$ cat src/rtl/ir_filters_pkg.sv
// Shared constants and helpers for the IR filter datapath.
// Lane helpers keep pixel slicing consistent across the median blocks.
package ir_filters_pkg;

    localparam int MEDIAN_MAX_PIX = 9;

    // Bit offset of pixel lane idx in a packed column of width-bit pixels.
    function automatic int lane(input int idx, input int width);
        return idx * width;
    endfunction

endpackage

$ cat src/rtl/median_cmp_swap.sv
// One compare-exchange cell of the column sorter: purely combinational.
// Equal values are never swapped, so ties keep their lanes.
module median_cmp_swap #(
    parameter int DATA_WIDTH = 8,
    parameter bit DESCENDING = 1'b1
) (
    input  logic [DATA_WIDTH-1:0] lo_in,
    input  logic [DATA_WIDTH-1:0] hi_in,
    output logic [DATA_WIDTH-1:0] lo_out,
    output logic [DATA_WIDTH-1:0] hi_out
);

    logic swap;

    // DESCENDING puts the larger value in the higher lane, so the top lane ends up largest.
    always_comb begin
        swap   = DESCENDING ? (lo_in > hi_in) : (lo_in < hi_in);
        lo_out = swap ? hi_in : lo_in;
        hi_out = swap ? lo_in : hi_in;
    end

endmodule

$ cat src/rtl/median_col_sort_pipe.sv
// Fully pipelined odd-even transposition sorter for one median-window column.
// One registered stage per network layer; a single global advance enable stalls every stage together.
module median_col_sort_pipe
    import ir_filters_pkg::*;
#(
    parameter int DATA_WIDTH = 8,
    parameter int NUM_PIX    = 3,
    parameter bit DESCENDING = 1'b1
) (
    input  logic                          clk,
    input  logic                          rst,
    input  logic [NUM_PIX*DATA_WIDTH-1:0] win_data,
    input  logic                          win_val,
    output logic                          win_rdy,
    input  logic                          win_sol,
    input  logic                          win_eol,
    input  logic                          win_sof,
    input  logic                          win_eof,
    output logic [NUM_PIX*DATA_WIDTH-1:0] sort_data,
    output logic [DATA_WIDTH-1:0]         sort_med,
    output logic                          sort_val,
    input  logic                          sort_rdy,
    output logic                          sort_sol,
    output logic                          sort_eol,
    output logic                          sort_sof,
    output logic                          sort_eof
);

    localparam int W = NUM_PIX * DATA_WIDTH;

    typedef struct packed {
        logic         val;
        logic [W-1:0] data;
        logic         sol;
        logic         eol;
        logic         sof;
        logic         eof;
    } stage_t;

    if ((NUM_PIX % 2 == 0) || (NUM_PIX < 3) || (NUM_PIX > MEDIAN_MAX_PIX)) begin : g_bad_num_pix
        $error("median_col_sort_pipe: NUM_PIX must be odd and within 3..%0d", MEDIAN_MAX_PIX);
    end

    stage_t stage_out [NUM_PIX];
    stage_t last;
    logic   en;

    assign last    = stage_out[NUM_PIX-1];
    // Bubbles are not squeezed: the whole pipe advances only when the output slot is free or taken.
    assign en      = ~last.val | sort_rdy;
    assign win_rdy = en;

    for (genvar s = 0; s < NUM_PIX; s++) begin : g_stage
        localparam int FIRST = s % 2;
        localparam int PASS  = (s % 2 == 0) ? NUM_PIX - 1 : 0;

        stage_t       prev;
        stage_t       st_d;
        stage_t       st_q;
        logic [W-1:0] cmp_out;

        if (s == 0) begin : g_src_in
            assign prev = '{val: win_val, data: win_data, sol: win_sol,
                            eol: win_eol, sof: win_sof, eof: win_eof};
        end else begin : g_src_prev
            assign prev = stage_out[s-1];
        end

        for (genvar p = 0; p < NUM_PIX / 2; p++) begin : g_pair
            localparam int I = FIRST + 2 * p;
            median_cmp_swap #(
                .DATA_WIDTH (DATA_WIDTH),
                .DESCENDING (DESCENDING)
            ) u_cmp (
                .lo_in  (prev.data[lane(I, DATA_WIDTH) +: DATA_WIDTH]),
                .hi_in  (prev.data[lane(I + 1, DATA_WIDTH) +: DATA_WIDTH]),
                .lo_out (cmp_out[lane(I, DATA_WIDTH) +: DATA_WIDTH]),
                .hi_out (cmp_out[lane(I + 1, DATA_WIDTH) +: DATA_WIDTH])
            );
        end

        // Odd column height leaves exactly one lane unpaired per layer.
        assign cmp_out[lane(PASS, DATA_WIDTH) +: DATA_WIDTH] = prev.data[lane(PASS, DATA_WIDTH) +: DATA_WIDTH];

        always_comb begin
            // NOTE: default to the held value first so no path leaves st_d unassigned (no latch).
            st_d = st_q;
            if (en) begin
                st_d      = prev;
                st_d.data = cmp_out;
            end
        end

        always_ff @(posedge clk) begin
            // NOTE: data and sideband are cleared too, not just val, so outputs read zero after reset.
            if (rst) begin
                st_q <= '0;
            end else begin
                // NOTE: non-blocking so every stage samples its predecessor's pre-edge value.
                st_q <= st_d;
            end
        end

        assign stage_out[s] = st_q;
    end

    assign sort_data = last.data;
    assign sort_med  = last.data[lane((NUM_PIX - 1) / 2, DATA_WIDTH) +: DATA_WIDTH];
    assign sort_val  = last.val;
    assign sort_sol  = last.sol;
    assign sort_eol  = last.eol;
    assign sort_sof  = last.sof;
    assign sort_eof  = last.eof;

endmodule
$ cat config.mk
export PLATFORM = sky130hd
export DESIGN_NAME = median_col_sort_pipe
export DESIGN_NICKNAME = d
export VERILOG_FILES = /design/src/rtl/ir_filters_pkg.sv /design/src/rtl/median_cmp_swap.sv /design/src/rtl/median_col_sort_pipe.sv
export SDC_FILE = /design/constraint.sdc
export NUM_CORES = 1
export LEC_CHECK = 0
export CORE_MARGIN = 5
export CORE_UTILIZATION = 56
export CTS_CLUSTER_SIZE = 14
export DETAILED_ROUTE_END_ITERATION = 10
export GPL_TIMING_DRIVEN = 1
export PLACE_DENSITY = 0.81
export SLEW_MARGIN = 30
export SYNTH_ARGS = -nofsm -noshare
export SYNTH_HDL_FRONTEND = slang
export SYNTH_HIERARCHICAL = 1
export SYNTH_SLANG_ARGS = --single-unit
$ cat constraint.sdc
create_clock -name clk -period 2.8 [get_ports clk]
set_input_delay 0.42 -clock clk [delete_from_list [all_inputs] [get_ports clk]]
set_output_delay 0.42 -clock clk [all_outputs]
set_load 0.01 [all_outputs]
* Word level (Yosys, flattened, before mapping)
Cells that the tools add are included.
** Word-level totals
- Word-level logic and storage cells :: 29
- Output and inout port bits :: 38
- Input port bits :: 32
- Flip-flop bits (word level) :: 87
** Operators by class
- $lt $le $gt $ge :: 3
- Multiplexer cells :: 6
- Bitwise operators :: 2
** Operators with widths (number)
- $mux 8 :: 6
- $gt 8x8->1 :: 3
- $not 1->1 :: 1
- $or 1x1->1 :: 1

* Longest topological paths before layout
Gate-level depths: netlist of the first run.
- Depth in word-level cells :: 2
- Depth in mapped cells :: 10

* Cells and area by module
The synthesis of the first run kept the hierarchy.
** By module, submodules not included
- median_col_sort_pipe :: cells an instance 370, area an instance 3802.4 um2, times used 1
- median_cmp_swap (g_stage[1].g_pair[0].u_cmp ...) :: cells an instance 44, area an instance 476.7 um2, times used 2
- median_cmp_swap (g_stage[0].g_pair[0].u_cmp) :: cells an instance 44, area an instance 478.0 um2, times used 1

* Worst setup path after synthesis of the first run
OpenSTA, ideal clock, no wires.
- Path type :: input to register
- Start point :: input win_data[9]
- End point :: register g_stage[0].st_q[10] (netlist bit)
- Cell stages on the path :: 10
- Data required time :: 2681 ps
- Slack :: 801 ps
- Arrival time :: 1880 ps
- Path through :: inv_1 > ha_1 > nor2b_4 > o211ai_2 > a21oi_2 > o22ai_4 > buf_12 > mux2_4 > nand2b_1 > mux2i_1
** On the way
- Word-level cells in the longest chain between the ends :: 2
** RTL lines
- start: declaration :: RTL line median_col_sort_pipe.sv:12 : input logic [NUM_PIX*DATA_WIDTH-1:0] win_data,
- $gt 8x8->1 :: RTL line median_cmp_swap.sv:17 : swap = DESCENDING ? (lo_in > hi_in) : (lo_in < hi_in);
- $mux 8 :: RTL line median_cmp_swap.sv:18 : lo_out = swap ? hi_in : lo_in;
- net g_stage[0].cmp_out[6] :: RTL line median_col_sort_pipe.sv:60 : logic [W-1:0] cmp_out;
- end signal: assignment :: RTL line median_col_sort_pipe.sv:100 : st_q <= st_d;
- end: declaration :: RTL line median_col_sort_pipe.sv:59 : stage_t st_q;
The timed path passes the listed nets, and every way through them passes these cells.
A chain may end at the register's enable or synchronous reset.

* Final worst setup path of the first run
- Start point :: register g_stage[1].st_q[13] (netlist bit)
- End point :: register g_stage[2].st_q (netlist bit sort_data[9])
** On the way
- Word-level cells in the longest chain between the ends :: 2
** RTL lines
- start: declaration :: RTL line median_col_sort_pipe.sv:59
- start signal: assignment :: RTL line median_col_sort_pipe.sv:100
- $gt 8x8->1 :: RTL line median_cmp_swap.sv:17
- $mux 8 * :: RTL line median_cmp_swap.sv:19 : hi_out = swap ? lo_in : hi_in;
- net g_stage[2].cmp_out[9] :: RTL line median_col_sort_pipe.sv:60
- end signal: assignment :: RTL line median_col_sort_pipe.sv:100
- end: declaration :: RTL line median_col_sort_pipe.sv:59
The timed path passes the listed nets; every way through them passes the cells marked *.

==> impl_metrics.env, run 1 <==
export IMPL_status="finished, final reports clean"
export IMPL_tightestPinTransition_ns=0.739
export IMPL_arrival_time_of_data_at_the_critical_path_endpoint_ns=2.56
export IMPL_timing_critical_path_buf_inv=1
export IMPL_clk_pin_slew_worst_setup_hold_paths_ns=0.09
export IMPL_yosys_mux_area_fraction_pct=17.3
export IMPL_min_path_type="reg -> reg"
export IMPL_clk_insertion_delay_late_ns=0.35
export IMPL_post_route_worst_setup_slack_ns=0.453
export IMPL_setup_viol=0
export IMPL_path_class="reg -> reg"
export IMPL_crit_path_max_incr_delay_ns=0.51
export IMPL_worstPathCellList="inv_1, ha_1, nor2b_4, o211ai_2, a21oi_2, o22ai_4, mux2_2, nand2b_1, o21ai_1"
export IMPL_cts_root_buf="sky130_fd_sc_hd__clkbuf_8"
export IMPL_synth_xor_xnor_area_share_pct=0
export IMPL_port_buffers=69
export IMPL_crit_slowest_cell="sky130_fd_sc_hd__o22ai_4"
export IMPL_fin_nets=594
export IMPL_unrepaired_setup_endpoints_after_global_routing="false"
export IMPL_tritoncts_num_buffers=9
export IMPL_synth_sequential_area_ratio_pct=33.3
export IMPL_final_layout_size_suffix_gt1_share_pct=16.6
export IMPL_most_frequent_cells_in_the_layout="86 x sky130_fd_sc_hd__nand2b_1, 86 x sky130_fd_sc_hd__dfxtp_1, 68 x sky130_fd_sc_hd__clkdlybuf4s50_1, 61 x sky130_fd_sc_hd__nand4bb_1, 61 x sky130_fd_sc_hd__o21ai_1"
export IMPL_drc=0
export IMPL_ioPinCount=70
export IMPL_netlist_instances=502
export IMPL_antenna_violating_nets_left=0
export IMPL_synth_distinct_cells=27
export IMPL_wire_per_inst_um=15.7
export IMPL_grt_start_max_net_pins=149
export IMPL_worst_setup_path_start_kind="flip-flop"
export IMPL_fillerInstances=737
export IMPL_synth_simple_gate_area_share_pct=25.8
export IMPL_overall_overflow_remaining_after_global_route=0
export IMPL_syn_area_um2=5230
export IMPL_cts_resized_gates=0
export IMPL_cts_htree_levels=3
export IMPL_initial_core_util_pct=56.9
export IMPL_power_static_leakage_nw=2.26
export IMPL_firstDrtPassIters=4
export IMPL_worst_path_fanout_max=16
export IMPL_n_antenna_cell=0
export IMPL_ff2ff_setup_slack_ns=0.45
export IMPL_holdBufCountCts=0
export IMPL_power_density_nw_per_um2=534
export IMPL_syn2layout_area_growth_pct=15.3
export IMPL_timing_slew_headroom_pct=50.7
export IMPL_floorplan_core_area_um2=9200
export IMPL_globalplace_congestion=0.856
export IMPL_floorplan_die_height_um=107
export IMPL_ys_ff_latch=87
export IMPL_final_hold_viol_count=0
export IMPL_postRouteWirelength_um=10200
export IMPL_tritoncts_num_sinks=87
export IMPL_buffer_depth_of_the_longest_clock_path=2
export IMPL_postCtsSetupRepairBufs=0
export IMPL_synthAdderAreaFrac_pct=5.74
export IMPL_std_cell_rows=35
export IMPL_fin_crit_sh_pct=83.8
export IMPL_width_of_the_chip_um=107
export IMPL_design_power_total_mw=3.22
export IMPL_period_minus_slack_ns=2.35
export IMPL_worstPathRequired_ns=3.02
export IMPL_detailedRoute_firstIterationViolations=215
export IMPL_synth_top_family_by_area="simple AND/OR/NAND/NOR gates"
export IMPL_irDropWorstVdd_mv=0.274
export IMPL_die_area_um2=11400
export IMPL_vias=3662
export IMPL_synth_avg_cell_area_um2=10.4
export IMPL_grt_use_total_pct=18.1
export IMPL_setup_total_negative_slack_ns=0
export IMPL_dp_hpwl_um=6650
export IMPL_first_global_vias=3470
export IMPL_ys_warn_count=6
export IMPL_critPathTopFamily="compound AO/OA/AOI/OAI gates"
export IMPL_mappedNetlistNets=558
export IMPL_skew_ns=0.00838
export IMPL_grt_first_pass_wirelength_um=16900
export IMPL_synth_compound_gate_area_share_pct=9.95
export IMPL_tritoncts="done"
export IMPL_dp_worst_setup_slack_ns=0.181
export IMPL_max_freq_mhz=426
export IMPL_critPathCaptureType="flip-flop"
export IMPL_timing_final_max_slew_violations=0
export IMPL_antenna_found_initial=0
export IMPL_maxCapViolations=0
export IMPL_post_drt_via_cell_ratio=5.60
-- kinds of logic after synthesis --
kind of cell / Yosys count
AO/OA/AOI/OAI: 83
flip-flops: 87
buffers and inverters: 75
adder cells (fa/ha/maj): 24
multiplexers: 73
AND/OR/NAND/NOR: 160
-- synth_stat cells --
library cell                instances  area (µm²)
sky130_fd_sc_hd__a21oi_1           10        50.1
sky130_fd_sc_hd__a21oi_2            3        26.3
sky130_fd_sc_hd__buf_12             5         100
sky130_fd_sc_hd__buf_2              6        30.0
sky130_fd_sc_hd__buf_4             10        75.1
sky130_fd_sc_hd__buf_8              1        15.0
sky130_fd_sc_hd__clkbuf_1          27         101
sky130_fd_sc_hd__dfxtp_1           87        1740
sky130_fd_sc_hd__ha_1              24         300
sky130_fd_sc_hd__inv_1             25        93.8
sky130_fd_sc_hd__inv_2              1        3.75
sky130_fd_sc_hd__mux2_2            18         203
sky130_fd_sc_hd__mux2_4            30         450
sky130_fd_sc_hd__mux2i_1           25         250
sky130_fd_sc_hd__nand2_1            3        11.3
sky130_fd_sc_hd__nand2b_1          86         538
sky130_fd_sc_hd__nand4_1            3        18.8
sky130_fd_sc_hd__nand4_2            2        25.0
sky130_fd_sc_hd__nand4_4            1        21.3
sky130_fd_sc_hd__nand4bb_1         61         687
sky130_fd_sc_hd__nor2b_1            1        6.26
sky130_fd_sc_hd__nor2b_4            3        41.3
sky130_fd_sc_hd__o211ai_2           3        37.5
sky130_fd_sc_hd__o21ai_1           61         305
sky130_fd_sc_hd__o21ai_2            1        8.76
sky130_fd_sc_hd__o21ai_4            2        32.5
sky130_fd_sc_hd__o22ai_4            3        60.1
-- power breakdown --
| part | internal, mW | switching, mW |
|---|---|---|
| Clock | 0.527 | 0.435 |
| Combinational | 0.482 | 0.373 |
| Sequential | 1.34 | 0.0717 |
-- path summary, 6_finish.rpt --
path / startpoint / endpoint / cells after the start
worst max-delay path: g_stage[1].st_q[13] / sort_data[9] / 9
worst min register to register: g_stage[1].st_q[28] / sort_val / 2
worst max register to register: g_stage[1].st_q[13] / sort_data[9] / 9
worst min-delay path: g_stage[1].st_q[28] / sort_val / 2
-- sequential cells by signal (all words and copies together) (netlist names) --
register / count
sort_data: 24
sort_sof: 1
sort_eof: 1
sort_sol: 1
sort_val: 1
g_stage.st_q: 58
sort_eol: 1
-- through the flow --
stage,cells,hold slack [ns],utilization (%),instance area [µm²]
after floorplan,502,0.425,-,5230
after global placement,638,0.428,63.2,5810
after detailed placement,638,0.437,63.2,5810
after CTS,654,0.456,65.6,6030
after global routing,654,0.482,65.6,6030
final,654,0.448,65.6,6030
-- worst min-delay path: cells and delay by family, from the launching register on --
| family | cells | cell delay, ns |
|---|---|---|
| buffers and inverters | 1 | 0.05 |
| AOI/OAI and AO/OA | 1 | 0.05 |
| DFF | 1 | 0.32 |
-- routing by layer --
| layer | vias to the layer above | global-route usage, % | routed length [µm] |
|---|---|---|---|
| li1 | 1848 | - | - |
| met1 | 1741 | 22.7 | 4580 |
| met2 | 63 | 31.6 | 5230 |
| met3 | 10 | 3.49 | 337 |
| met4 | 0 | 4.75 | 95 |
| met5 | - | 0 | 0 |
-- final cells by class --
class / count / area [µm²] / area share (%)
Tap cell: 111 / 139 / 2.30
Inverter: 26 / 97.6 / 1.62
Timing Repair Buffer: 74 / 752 / 12.5
Multi-Input combinational cell: 340 / 3080 / 51.0
Sequential cell: 87 / 1740 / 28.9
Clock inverter: 5 / 81.3 / 1.35
Clock buffer: 11 / 141 / 2.34
(Power assumes the default switching activity.)
==> inputs of run 2 (changes only) <==
--- a/config.mk
+++ b/config.mk
@@ -6,11 +6,11 @@
 export NUM_CORES = 1
 export LEC_CHECK = 0
 export CORE_MARGIN = 5
-export CORE_UTILIZATION = 56
+export CORE_UTILIZATION = 50
 export CTS_CLUSTER_SIZE = 14
 export DETAILED_ROUTE_END_ITERATION = 10
 export GPL_TIMING_DRIVEN = 1
-export PLACE_DENSITY = 0.81
+export PLACE_DENSITY = 0.76
 export SLEW_MARGIN = 30
 export SYNTH_ARGS = -nofsm -noshare
 export SYNTH_HDL_FRONTEND = slang
==> constraint.sdc (replaced) <==
create_clock -name clk -period 1.9 [get_ports clk]
set_input_delay 0.285 -clock clk [delete_from_list [all_inputs] [get_ports clk]]
set_output_delay 0.285 -clock clk [all_outputs]
set_load 0.01 [all_outputs]
==> impl_metrics.env, run 2 (synthesis gave the netlist of run 1 again) <==
export IMPL_top_register="g_stage.st_q"
export IMPL_buffer_depth_of_the_longest_clock_path=2
export IMPL_dp_worst_setup_slack_ns=-0.518
export IMPL_status="finished with violations"
export IMPL_cts_root_buf="sky130_fd_sc_hd__clkbuf_8"
export IMPL_tritoncts="done"
export IMPL_holdBufCountCts=0
export IMPL_timing_critical_path_buf_inv=2
export IMPL_power_static_leakage_nw=2.78
export IMPL_min_path_type="in -> reg"
export IMPL_largest_register_ffs=58
export IMPL_n_antenna_cell=0
export IMPL_failed_checks="setup timing"
export IMPL_mostFrequentLayoutCell="sky130_fd_sc_hd__dfxtp_1"
export IMPL_globalplace_congestion=0.832
export IMPL_vias=3952
export IMPL_die_area_um2=12600
export IMPL_port_buffers=69
export IMPL_placedCellCount=714
export IMPL_worst_path_fanout_max=8
export IMPL_tightestPinTransition_ns=0.671
export IMPL_most_frequent_cells_in_the_layout="81 x sky130_fd_sc_hd__dfxtp_1, 75 x sky130_fd_sc_hd__nand2b_1, 61 x sky130_fd_sc_hd__nand4bb_1, 60 x sky130_fd_sc_hd__o21ai_1, 54 x sky130_fd_sc_hd__clkdlybuf4s50_1"
export IMPL_floorplan_core_area_um2=10300
export IMPL_irDropWorstVdd_mv=0.415
export IMPL_floorplan_die_height_um=112
export IMPL_clk_pin_slew_worst_setup_hold_paths_ns=0.09
export IMPL_grt_first_pass_wirelength_um=19500
export IMPL_top_layer_used="met4"
export IMPL_max_freq_mhz=508
export IMPL_ioPinCount=70
export IMPL_post_route_cell_area_um2=7000
export IMPL_fin_nets=648
export IMPL_power_density_nw_per_um2=775
export IMPL_post_route_worst_setup_slack_ns=-0.0686
export IMPL_grt_use_total_pct=18.6
export IMPL_crit_slowest_cell="sky130_fd_sc_hd__dfxtp_2"
export IMPL_unrepaired_setup_endpoints_after_global_routing="true"
export IMPL_width_of_the_chip_um=112
export IMPL_post_drt_via_cell_ratio=5.39
export IMPL_placed_area_um2=6290
export IMPL_final_layout_size_suffix_gt1_share_pct=32.7
export IMPL_cts_htree_levels=3
export IMPL_syn2layout_area_growth_pct=33.7
export IMPL_postRouteWirelength_um=12100
export IMPL_setup_viol=28
export IMPL_crit_path_max_incr_delay_ns=0.34
export IMPL_layout_core_utilization_pct=68.1
export IMPL_wl_met1_um=5290
export IMPL_critPathTopFamily="compound AO/OA/AOI/OAI gates"
export IMPL_worstPathCellList="inv_2, ha_4, nor2b_4, o211ai_2, a21oi_2, o22ai_4, clkbuf_16, mux2_4, nand2b_1, o21ai_1"
export IMPL_setup_total_negative_slack_ns=-0.648
export IMPL_dp_hpwl_um=7830
export IMPL_design_power_total_mw=5.43
export IMPL_path_class="reg -> reg"
export IMPL_firstDrtPassIters=4
export IMPL_final_hold_viol_count=0
export IMPL_holdWs_ns=0.293
export IMPL_clk_insertion_delay_late_ns=0.36
export IMPL_arrival_time_of_data_at_the_critical_path_endpoint_ns=2.21
export IMPL_fin_crit_sh_pct=104
export IMPL_antenna_found_initial=0
export IMPL_detailedRoute_firstIterationViolations=176
export IMPL_initial_core_util_pct=50.9
export IMPL_timing_final_max_slew_violations=0
export IMPL_antenna_violating_nets_left=0
export IMPL_met2_length_um=6280
export IMPL_worst_setup_path_start_kind="flip-flop"
export IMPL_period_minus_slack_ns=1.97
export IMPL_first_global_vias=4070
export IMPL_grt_start_max_net_pins=87
export IMPL_drc=0
export IMPL_timing_slew_headroom_pct=55.2
export IMPL_skew_ns=0.0118
export IMPL_critPathCaptureType="flip-flop"
export IMPL_layout_cells_non_filler=733
export IMPL_tritoncts_num_buffers=9
export IMPL_met3_length_um=273
export IMPL_tritoncts_num_sinks=87
export IMPL_maxCapViolations=0
export IMPL_std_cell_rows=37
export IMPL_overall_overflow_remaining_after_global_route=0
export IMPL_worstPathRequired_ns=2.14
export IMPL_wire_per_inst_um=16.6
## run 2: cell types whose count changed in the layout (fill, tap and decap cells not counted), sizes merged
cell / delta
buf: +52
clkdlybuf4s50: -14
dlymetal6s2s: +8
dlygate4sd2: +6
clkbuf: +2
bufinv: +1
clkinv: -1
clkinvlp: -1
inv: +1
## run 2: path summary, 6_finish.rpt
path	from	to	slack, ns	cells after the start
worst max-delay path	g_stage[1].st_q[13]	sort_data[14]	-0.07	10
worst min-delay path	rst	sort_val	0.29	2
worst max register to register	g_stage[1].st_q[13]	sort_data[14]	-0.07	10
worst min register to register	g_stage[1].st_q[28]	sort_val	0.44	2
## run 2: final cells by class
class / count / area, µm²
Fill cell: 761 / 3280
Clock inverter: 5 / 104
Clock buffer: 11 / 141
Multi-Input combinational cell: 340 / 3470
Tap cell: 136 / 170
Inverter: 26 / 97.6
Sequential cell: 87 / 1750
Timing Repair Buffer: 128 / 1270
## run 2: per-layer routing
metal	up-vias	GRT usage, %
li1	1960	-
met1	1900	22.7
met2	67	33.2
met3	25	2.75
met4	0	6.65
met5	-	0
## run 2: timing repair
item | in CTS | in global routing
endpoints found under the hold margin | 0 | 0
gates resized for setup | 43 | 33
gates cloned | 2 | 1
pin swaps | 9 | 11
setup buffers | 0 | 0
setup endpoints to repair | 48 | 48
## run 2: where the power goes
group          internal, mW  total [mW]  switching, mW
logic                  1.04        1.80          0.751
clock network         0.913        1.58          0.667
registers              1.97        2.05         0.0831
## run 2: worst register-to-register path: stages, from the launching register on
cell,delay (ns)
sky130_fd_sc_hd__dfxtp_2,0.34
sky130_fd_sc_hd__inv_2,0.05
sky130_fd_sc_hd__ha_4,0.21
sky130_fd_sc_hd__nor2b_4,0.12
sky130_fd_sc_hd__o211ai_2,0.16
sky130_fd_sc_hd__a21oi_2,0.09
sky130_fd_sc_hd__o22ai_4,0.22
sky130_fd_sc_hd__clkbuf_16,0.22
sky130_fd_sc_hd__mux2_4,0.31
sky130_fd_sc_hd__nand2b_1,0.08
sky130_fd_sc_hd__o21ai_1,0.06
